[src/rtl/mem_access_stage_if.sv]
// Bundle between the memory-access stage, the EX/MEM register, the data RAM and MEM/WB.
// master: the stage itself; slave: the surrounding pipeline and RAM.
interface mem_access_stage_if;
  logic        in_wE_BR;
  logic        in_W_ram;
  logic        in_R_ram;
  logic [31:0] in_DW_alu;
  logic [31:0] in_DR2;
  logic [4:0]  in_wa;
  logic        stall;
  logic        ram_req;
  logic        ram_we;
  logic [31:0] ram_addr;
  logic [31:0] ram_wdata;
  logic [31:0] ram_rdata;
  logic        ram_ack;
  logic        wb_wE;
  logic [31:0] wb_data;
  logic [4:0]  wb_wa;
  logic        err_misalign;
  logic        err_timeout;

  modport master (
    input  in_wE_BR, in_W_ram, in_R_ram, in_DW_alu, in_DR2, in_wa, ram_rdata, ram_ack,
    output stall, ram_req, ram_we, ram_addr, ram_wdata, wb_wE, wb_data, wb_wa,
           err_misalign, err_timeout
  );

  modport slave (
    output in_wE_BR, in_W_ram, in_R_ram, in_DW_alu, in_DR2, in_wa, ram_rdata, ram_ack,
    input  stall, ram_req, ram_we, ram_addr, ram_wdata, wb_wE, wb_data, wb_wa,
           err_misalign, err_timeout
  );
endinterface

[src/rtl/mem_access_stage.sv]
// Memory-access stage: runs one req/ack RAM transaction per load/store, stalls the
// pipeline meanwhile, and registers write-back fields for MEM/WB.
//
// state | meaning
// IDLE  | pass non-memory ops to write-back, launch aligned loads/stores
// REQ   | request outstanding, waiting for ram_ack or timeout
module mem_access_stage #(
  parameter int MAX_WAIT = 15
) (
  input logic             clk,
  input logic             rst,
  mem_access_stage_if.master bus
);
  localparam int CW = ($clog2(MAX_WAIT) > 4) ? $clog2(MAX_WAIT) : 4;

  typedef enum logic {IDLE, REQ} state_t;

  state_t        state, state_nxt;
  logic [CW-1:0] cnt, cnt_nxt;
  logic          lat_we, lat_we_nxt;
  logic          lat_rd, lat_rd_nxt;
  logic [4:0]    lat_wa, lat_wa_nxt;
  logic [31:0]   lat_alu, lat_alu_nxt;
  logic          req_q, req_nxt;
  logic          we_q, we_nxt;
  logic [31:0]   addr_q, addr_nxt;
  logic [31:0]   wdata_q, wdata_nxt;
  logic          wb_we_q, wb_we_nxt;
  logic [31:0]   wb_data_q, wb_data_nxt;
  logic [4:0]    wb_wa_q, wb_wa_nxt;
  logic          mis_q, mis_nxt;
  logic          to_q, to_nxt;
  logic          stall_c;
  logic          mem_op;
  logic          aligned;
  logic          last_wait;

  assign mem_op    = bus.in_W_ram | bus.in_R_ram;
  assign aligned   = (bus.in_DW_alu[1:0] == 2'b00);
  assign last_wait = (cnt == CW'(MAX_WAIT - 1));

  always_ff @(posedge clk or posedge rst) begin
    if (rst) begin
      state     <= IDLE;
      cnt       <= '0;
      lat_we    <= 1'b0;
      lat_rd    <= 1'b0;
      lat_wa    <= '0;
      lat_alu   <= '0;
      req_q     <= 1'b0;
      we_q      <= 1'b0;
      addr_q    <= '0;
      wdata_q   <= '0;
      wb_we_q   <= 1'b0;
      wb_data_q <= '0;
      wb_wa_q   <= '0;
      mis_q     <= 1'b0;
      to_q      <= 1'b0;
    end else begin
      state     <= state_nxt;
      cnt       <= cnt_nxt;
      lat_we    <= lat_we_nxt;
      lat_rd    <= lat_rd_nxt;
      lat_wa    <= lat_wa_nxt;
      lat_alu   <= lat_alu_nxt;
      req_q     <= req_nxt;
      we_q      <= we_nxt;
      addr_q    <= addr_nxt;
      wdata_q   <= wdata_nxt;
      wb_we_q   <= wb_we_nxt;
      wb_data_q <= wb_data_nxt;
      wb_wa_q   <= wb_wa_nxt;
      mis_q     <= mis_nxt;
      to_q      <= to_nxt;
    end
  end

  always_comb begin
    state_nxt   = state;
    cnt_nxt     = cnt;
    lat_we_nxt  = lat_we;
    lat_rd_nxt  = lat_rd;
    lat_wa_nxt  = lat_wa;
    lat_alu_nxt = lat_alu;
    req_nxt     = req_q;
    we_nxt      = we_q;
    addr_nxt    = addr_q;
    wdata_nxt   = wdata_q;
    wb_we_nxt   = wb_we_q;
    wb_data_nxt = wb_data_q;
    wb_wa_nxt   = wb_wa_q;
    mis_nxt     = mis_q;
    to_nxt      = to_q;
    stall_c     = 1'b0;

    case (state)
      IDLE: begin
        if (!mem_op) begin
          wb_we_nxt   = bus.in_wE_BR;
          wb_data_nxt = bus.in_DW_alu;
          wb_wa_nxt   = bus.in_wa;
        end else if (!aligned) begin
          // dropped as a bubble; the pipeline is not held
          mis_nxt     = 1'b1;
          wb_we_nxt   = 1'b0;
          wb_data_nxt = bus.in_DW_alu;
          wb_wa_nxt   = bus.in_wa;
        end else begin
          stall_c     = 1'b1;
          lat_we_nxt  = bus.in_wE_BR;
          lat_rd_nxt  = bus.in_R_ram & ~bus.in_W_ram;
          lat_wa_nxt  = bus.in_wa;
          lat_alu_nxt = bus.in_DW_alu;
          req_nxt     = 1'b1;
          we_nxt      = bus.in_W_ram;
          addr_nxt    = {bus.in_DW_alu[31:2], 2'b00};
          wdata_nxt   = bus.in_DR2;
          cnt_nxt     = '0;
          wb_we_nxt   = 1'b0;
          state_nxt   = REQ;
        end
      end
      REQ: begin
        // release the pipeline in the cycle the transaction ends either way
        stall_c = ~bus.ram_ack & ~last_wait;
        if (bus.ram_ack) begin
          req_nxt     = 1'b0;
          wb_we_nxt   = lat_we;
          wb_wa_nxt   = lat_wa;
          wb_data_nxt = lat_rd ? bus.ram_rdata : lat_alu;
          state_nxt   = IDLE;
        end else if (last_wait) begin
          req_nxt   = 1'b0;
          to_nxt    = 1'b1;
          wb_we_nxt = 1'b0;
          state_nxt = IDLE;
        end else begin
          cnt_nxt = cnt + CW'(1);
        end
      end
      default: state_nxt = IDLE;
    endcase
  end

  assign bus.stall        = stall_c;
  assign bus.ram_req      = req_q;
  assign bus.ram_we       = we_q;
  assign bus.ram_addr     = addr_q;
  assign bus.ram_wdata    = wdata_q;
  assign bus.wb_wE        = wb_we_q;
  assign bus.wb_data      = wb_data_q;
  assign bus.wb_wa        = wb_wa_q;
  assign bus.err_misalign = mis_q;
  assign bus.err_timeout  = to_q;
endmodule

[src/flat_wrapper.sv]
// flat-port wrapper written by rule: the top's interface ports become plain ports
module mem_access_stage_flat 
#(
  parameter int MAX_WAIT = 15
)
  (clk, rst, bus_in_wE_BR, bus_in_W_ram, bus_in_R_ram, bus_in_DW_alu, bus_in_DR2, bus_in_wa, bus_ram_rdata, bus_ram_ack, bus_stall, bus_ram_req, bus_ram_we, bus_ram_addr, bus_ram_wdata, bus_wb_wE, bus_wb_data, bus_wb_wa, bus_err_misalign, bus_err_timeout);
  mem_access_stage_if bus_i ();
  input logic clk;
  input logic rst;
  input wire logic [$bits(bus_i.in_wE_BR)-1:0] bus_in_wE_BR;
  input wire logic [$bits(bus_i.in_W_ram)-1:0] bus_in_W_ram;
  input wire logic [$bits(bus_i.in_R_ram)-1:0] bus_in_R_ram;
  input wire logic [$bits(bus_i.in_DW_alu)-1:0] bus_in_DW_alu;
  input wire logic [$bits(bus_i.in_DR2)-1:0] bus_in_DR2;
  input wire logic [$bits(bus_i.in_wa)-1:0] bus_in_wa;
  input wire logic [$bits(bus_i.ram_rdata)-1:0] bus_ram_rdata;
  input wire logic [$bits(bus_i.ram_ack)-1:0] bus_ram_ack;
  output wire logic [$bits(bus_i.stall)-1:0] bus_stall;
  output wire logic [$bits(bus_i.ram_req)-1:0] bus_ram_req;
  output wire logic [$bits(bus_i.ram_we)-1:0] bus_ram_we;
  output wire logic [$bits(bus_i.ram_addr)-1:0] bus_ram_addr;
  output wire logic [$bits(bus_i.ram_wdata)-1:0] bus_ram_wdata;
  output wire logic [$bits(bus_i.wb_wE)-1:0] bus_wb_wE;
  output wire logic [$bits(bus_i.wb_data)-1:0] bus_wb_data;
  output wire logic [$bits(bus_i.wb_wa)-1:0] bus_wb_wa;
  output wire logic [$bits(bus_i.err_misalign)-1:0] bus_err_misalign;
  output wire logic [$bits(bus_i.err_timeout)-1:0] bus_err_timeout;
  assign bus_i.in_wE_BR = bus_in_wE_BR;
  assign bus_i.in_W_ram = bus_in_W_ram;
  assign bus_i.in_R_ram = bus_in_R_ram;
  assign bus_i.in_DW_alu = bus_in_DW_alu;
  assign bus_i.in_DR2 = bus_in_DR2;
  assign bus_i.in_wa = bus_in_wa;
  assign bus_i.ram_rdata = bus_ram_rdata;
  assign bus_i.ram_ack = bus_ram_ack;
  assign bus_stall = bus_i.stall;
  assign bus_ram_req = bus_i.ram_req;
  assign bus_ram_we = bus_i.ram_we;
  assign bus_ram_addr = bus_i.ram_addr;
  assign bus_ram_wdata = bus_i.ram_wdata;
  assign bus_wb_wE = bus_i.wb_wE;
  assign bus_wb_data = bus_i.wb_data;
  assign bus_wb_wa = bus_i.wb_wa;
  assign bus_err_misalign = bus_i.err_misalign;
  assign bus_err_timeout = bus_i.err_timeout;
  mem_access_stage #(.MAX_WAIT(MAX_WAIT)) u_core (.clk(clk), .rst(rst), .bus(bus_i));
endmodule
[config.mk]
export PLATFORM = sky130hd
export DESIGN_NAME = mem_access_stage_flat
export DESIGN_NICKNAME = d
export VERILOG_FILES = /design/src/rtl/mem_access_stage_if.sv /design/src/rtl/mem_access_stage.sv /design/src/flat_wrapper.sv
export SDC_FILE = /design/constraint.sdc
export NUM_CORES = 1
export LEC_CHECK = 0
export BUFFER_PORTS_ARGS = -buffer_cell sky130_fd_sc_hd__buf_2
export CAP_MARGIN = 20
export CORE_UTILIZATION = 44
export CTS_BUF_LIST = sky130_fd_sc_hd__clkbuf_16
export CTS_CLUSTER_DIAMETER = 120
export DETAILED_ROUTE_END_ITERATION = 16
export PLACE_DENSITY_LB_ADDON = 0.12
export SYNTH_ARGS = -nofsm -noshare
export SYNTH_HDL_FRONTEND = slang
export SYNTH_SLANG_ARGS = --single-unit
[constraint.sdc]
create_clock -name clk -period 11.1 [get_ports clk]
set_input_delay 3.33 -clock clk [delete_from_list [all_inputs] [get_ports clk]]
set_output_delay 3.33 -clock clk [all_outputs]
set_load 0.02 [all_outputs]
Yosys cells after proc, flatten, opt, wreduce, memory -nomap -nowiden
Cells that the tools add are included. Widths: inputs -> output; s select.

$add $sub $neg: 1. Muxes and demuxes: 28. Eq/ne operators: 8. Reduce and logical (&&, ||, !) cells: 7. Bitwise logic cells: 8.

Operators by type and width (count): $mux 32 (4); $pmux 32 s2 (1); $mux 4 (4); $mux 5 (3); $reduce_and 3->1 (4); $mux 1 (10); $pmux 5 s2 (1); $pmux 1 s2 (4); $pmux 4 s2 (1); $ne 2x2->1 const B (3); $ne 3x3->1 const B (2); $not 1->1 (5); $add 4x1->4 const B (1); $eq 4x4->1 const B (1); $ne 2x1->1 const B (2); $reduce_and 4->1 (1); $and 1x1->1 (2); $logic_not 2->1 (1); $reduce_and 2->1 (1); $or 1x1->1 (1).

Flip-flop bits (word level): 148. Input port bits: 107. Output and inout bits: 107. Logic and storage cells: 67.

Depth between registers and ports, before layout
Depth in word-level cells: 4. Gate-level depth with buffers: 6.

Worst setup path after synthesis
Ideal clock, no wire load.

Path kind: input -> output. Start point: input bus_in_R_ram. End point: output bus_stall. Stages: 3. Required time: 7.770 ns. Arrival: 4.022 ns. Slack: 3.748 ns. Cell sequence: o21ba_4 -> a22oi_1 -> inv_1.

Word-level cells in the longest chain between the ends: 3.

RTL lines: start, declared (line flat_wrapper.sv:12) `input wire logic [$bits(bus_i.in_R_ram)-1:0] bus_in_R_ram;`; $or 1x1->1 (line mem_access_stage.sv:38) `assign mem_op = bus.in_W_ram | bus.in_R_ram;`; $mux 1 (line mem_access_stage.sv:98) `if (!mem_op) begin`; $pmux 1 s2 (line mem_access_stage.sv:96) `case (state)`; end, declared (line flat_wrapper.sv:18) `output wire logic [$bits(bus_i.stall)-1:0] bus_stall;`.

No other way between the ends.

Final worst setup path
Start point: input bus_in_DW_alu[0]. End point: output bus_stall.

Word-level cells in the longest chain between the ends: 4.

RTL lines: start, declared (line flat_wrapper.sv:13) `input wire logic [$bits(bus_i.in_DW_alu)-1:0] bus_in_DW_alu;`; $logic_not 2->1 (line mem_access_stage.sv:39) `assign aligned = (bus.in_DW_alu[1:0] == 2'b00);`; $mux 1 (line mem_access_stage.sv:102) `end else if (!aligned) begin`; $mux 1 (line mem_access_stage.sv:98); $pmux 1 s2 (line mem_access_stage.sv:96).

No other way between the ends.

==> impl_metrics.json <==
{
  "cp_cell_sequence": "buf_2 -> nor2_1 -> a22oi_1 -> inv_1 -> buf_2",
  "hp-class": "flip-flop to flip-flop",
  "max_cap_violations": 0,
  "avgSynthCellArea_um2": 13.0,
  "end_kind": "output port",
  "worstReg2RegStart": "u_core.state",
  "finalSetupTns_ns": 0,
  "crit_path_max_fanout": 4,
  "grt_pass1_wl_um": 19100,
  "io_buffers": 211,
  "synth_edf_count": 0,
  "htreeDepth": 4,
  "cts_hold_buf": 0,
  "cp_slowest_stage_delay_ns": 0.36,
  "grt_pass1_vias": 3786,
  "cts-root-buf": "clkbuf_16",
  "drc": 0,
  "ctsResizeCount": 0,
  "rsz0062_at_grt": "false",
  "r2r_slack_ns": 8.57,
  "synthArstFlopShare": 1.00,
  "io_pins": 214,
  "antenna_found_initial": 0,
  "hold_start": "u_core.bus.err_timeout",
  "fp.dieArea_mm2": 0.0129,
  "finClkSkew_ns": 0.00733,
  "finalSetupViolations": 0,
  "cts_tree": "done",
  "netlist_instances": 422,
  "slew_violations": 0,
  "fp.dieH_um": 114,
  "cts_buffers": 17,
  "period_share": 0.692,
  "diodes": 0,
  "grt_max_degree": 83,
  "ys_ff_latch": 118,
  "ant_nets": 0,
  "drt_pre_antenna_iters": 5,
  "status": "complete, no violations",
  "yosysSeqAreaShare": 0.539,
  "synth.distinct_cells": 36,
  "via_per_inst": 4.90,
  "most-common-layout-cells": "buf_2 (211), dfrtp_1 (116), mux2_2 (110), a21oi_1 (34)",
  "crit_path_end": "bus_stall",
  "crit_start": "bus_in_DW_alu[0]",
  "start_util": 0.454,
  "slew_headroom": 0.309,
  "power.total_w": 0.00154,
  "synth_ff_type": "dfrtp_1",
  "cp.required_ns": 7.77,
  "vias": 3838,
  "critPathArrivalTime_ns": 4.35,
  "reg2reg_to": "u_core.lat_alu[14]",
  "yosysWarnings": 0,
  "cp-start-kind": "input pin",
  "globalplace.congestion": 0.775,
  "min_period_ns": 7.68,
  "ir_worst_vdd_v": 0.000103,
  "num_rows": 40,
  "max_freq_ghz": 0.130,
  "coreArea_mm2": 0.0121,
  "die_x_um": 114,
  "worst-path-stages": 5,
  "clk_path_buf_depth": 2,
  "global_route.usage.total": 0.194,
  "cpMostUsedCell": "buf_2",
  "cp_slowest_cell": "nor2_1",
  "final_nets": 712,
  "final_common_cell": "buf_2",
  "path_delay_family": "buffers and inverters",
  "drt-total-wl_um": 11900,
  "clock_latency_ns": 0.41,
  "worstSetupPathType": "input pin to output port",
  "hold_violations": 0,
  "worst_pin_slew_ns": 1.04,
  "path_clk_slew_ns": 0.05,
  "post-cts-setup-buffers": 0,
  "crit_buf_inv": 3,
  "syn2layout_area_growth_pct": 27.7,
  "grt_overflow_total": 0,
  "avgRoutedWirePerCell_um": 15.1,
  "dp_hpwl_um": 8190,
  "drtIter0Drc": 139,
  "netlist_area_mm2": 0.00548,
  "clock-sinks": 118,
  "layout-drive-gt1-share": 0.586,
  "power_density_mw_per_mm2": 221,
  "r2r_cells": 4,
  "p_leak_nw": 3.42
}
-- metrics by stage --
stage,worst slack [ns],std cells,hold slack (ns),area (um^2),util
after floorplan,3.75,423,0.453,5480,-
after global placement,3.46,751,0.456,6400,0.531
after detailed placement,3.44,751,0.450,6400,0.531
after CTS,3.44,783,0.470,6970,0.578
after global routing,3.33,784,0.486,6990,0.580
final,3.42,784,0.469,6990,0.580
-- report_power, final --
part | switching, W | leakage (nW) | total [W] | internal [W]
Clock | 0.000181 | 0.291 | 0.000526 | 0.000345
Combinational | 0.000228 | 1.74 | 0.000415 | 0.000187
Sequential | 0.0000724 | 1.39 | 0.000602 | 0.000529
-- how the worst min path moves through the flow --
stage | end | cells after the start
global placement | u_core.bus.err_misalign | 1
detailed placement | u_core.bus.err_misalign | 1
floorplan | u_core.lat_alu[0] | 1
CTS | u_core.bus.err_misalign | 1
global route | u_core.bus.err_misalign | 1
finish | u_core.bus.err_timeout | 1
-- kinds of logic after synthesis --
logic type                 after synthesis  synth area share
AOI/OAI and AO/OA                       48            0.0530
muxes                                  144             0.289
DFF                                    118             0.539
other                                    1          0.000685
and+or+nand+nor                         51            0.0420
adders and majority gates                2           0.00457
buffers and inverters                   58            0.0718
-- registers in the layout, indices dropped and copies added (netlist names) --
register / flops
u_core.bus.wb_wa: 5
u_core.bus.err_timeout: 1
u_core.bus.wb_wE: 1
u_core.bus.ram_we: 1
u_core.lat_we: 1
u_core.bus.ram_wdata: 32
u_core.bus.err_misalign: 1
u_core.state: 1
u_core.cnt: 4
u_core.bus.wb_data: 32
u_core.bus.ram_addr: 1
u_core.lat_wa: 5
u_core.lat_alu: 31
u_core.bus.ram_req: 1
u_core.lat_rd: 1
-- metal layers --
| layer | track usage | share of wire |
|---|---|---|
| met5 | 0 | 0 |
| met4 | 0.0868 | 0.024 |
| met3 | 0.0670 | 0.073 |
| met2 | 0.313 | 0.49 |
| met1 | 0.235 | 0.42 |
-- cells in the mapped netlist (3+ instances only) --
master | count | share of area
nor2_1 | 33 | 0.023
mux2i_1 | 33 | 0.060
mux2_2 | 110 | 0.23
buf_4 | 33 | 0.045
inv_1 | 3 | 0.0021
nand3_1 | 5 | 0.0046
buf_2 | 11 | 0.010
clkbuf_1 | 4 | 0.0027
a21oi_1 | 34 | 0.031
nand2_1 | 3 | 0.0021
dfrtp_1 | 118 | 0.54
buf_6 | 5 | 0.010
-- final cells by class --
class / instances / area [um^2]
inverter: 3 / 13.8
clock buffer: 17 / 425
sequential: 118 / 2960
multi-input combinational: 247 / 2140
tap: 168 / 210
timing repair buffer: 216 / 1110
fill: 1040 / 5070
clock inverter: 15 / 144
-- worst reg2reg max path: stages, from the launching register on --
cell      delay (ns)
dfrtp_2         0.61
o21bai_1        0.32
nor2_4          0.33
buf_4           0.70
mux2_2          0.45
No activity file was read; power rests on OpenSTA's default activity.
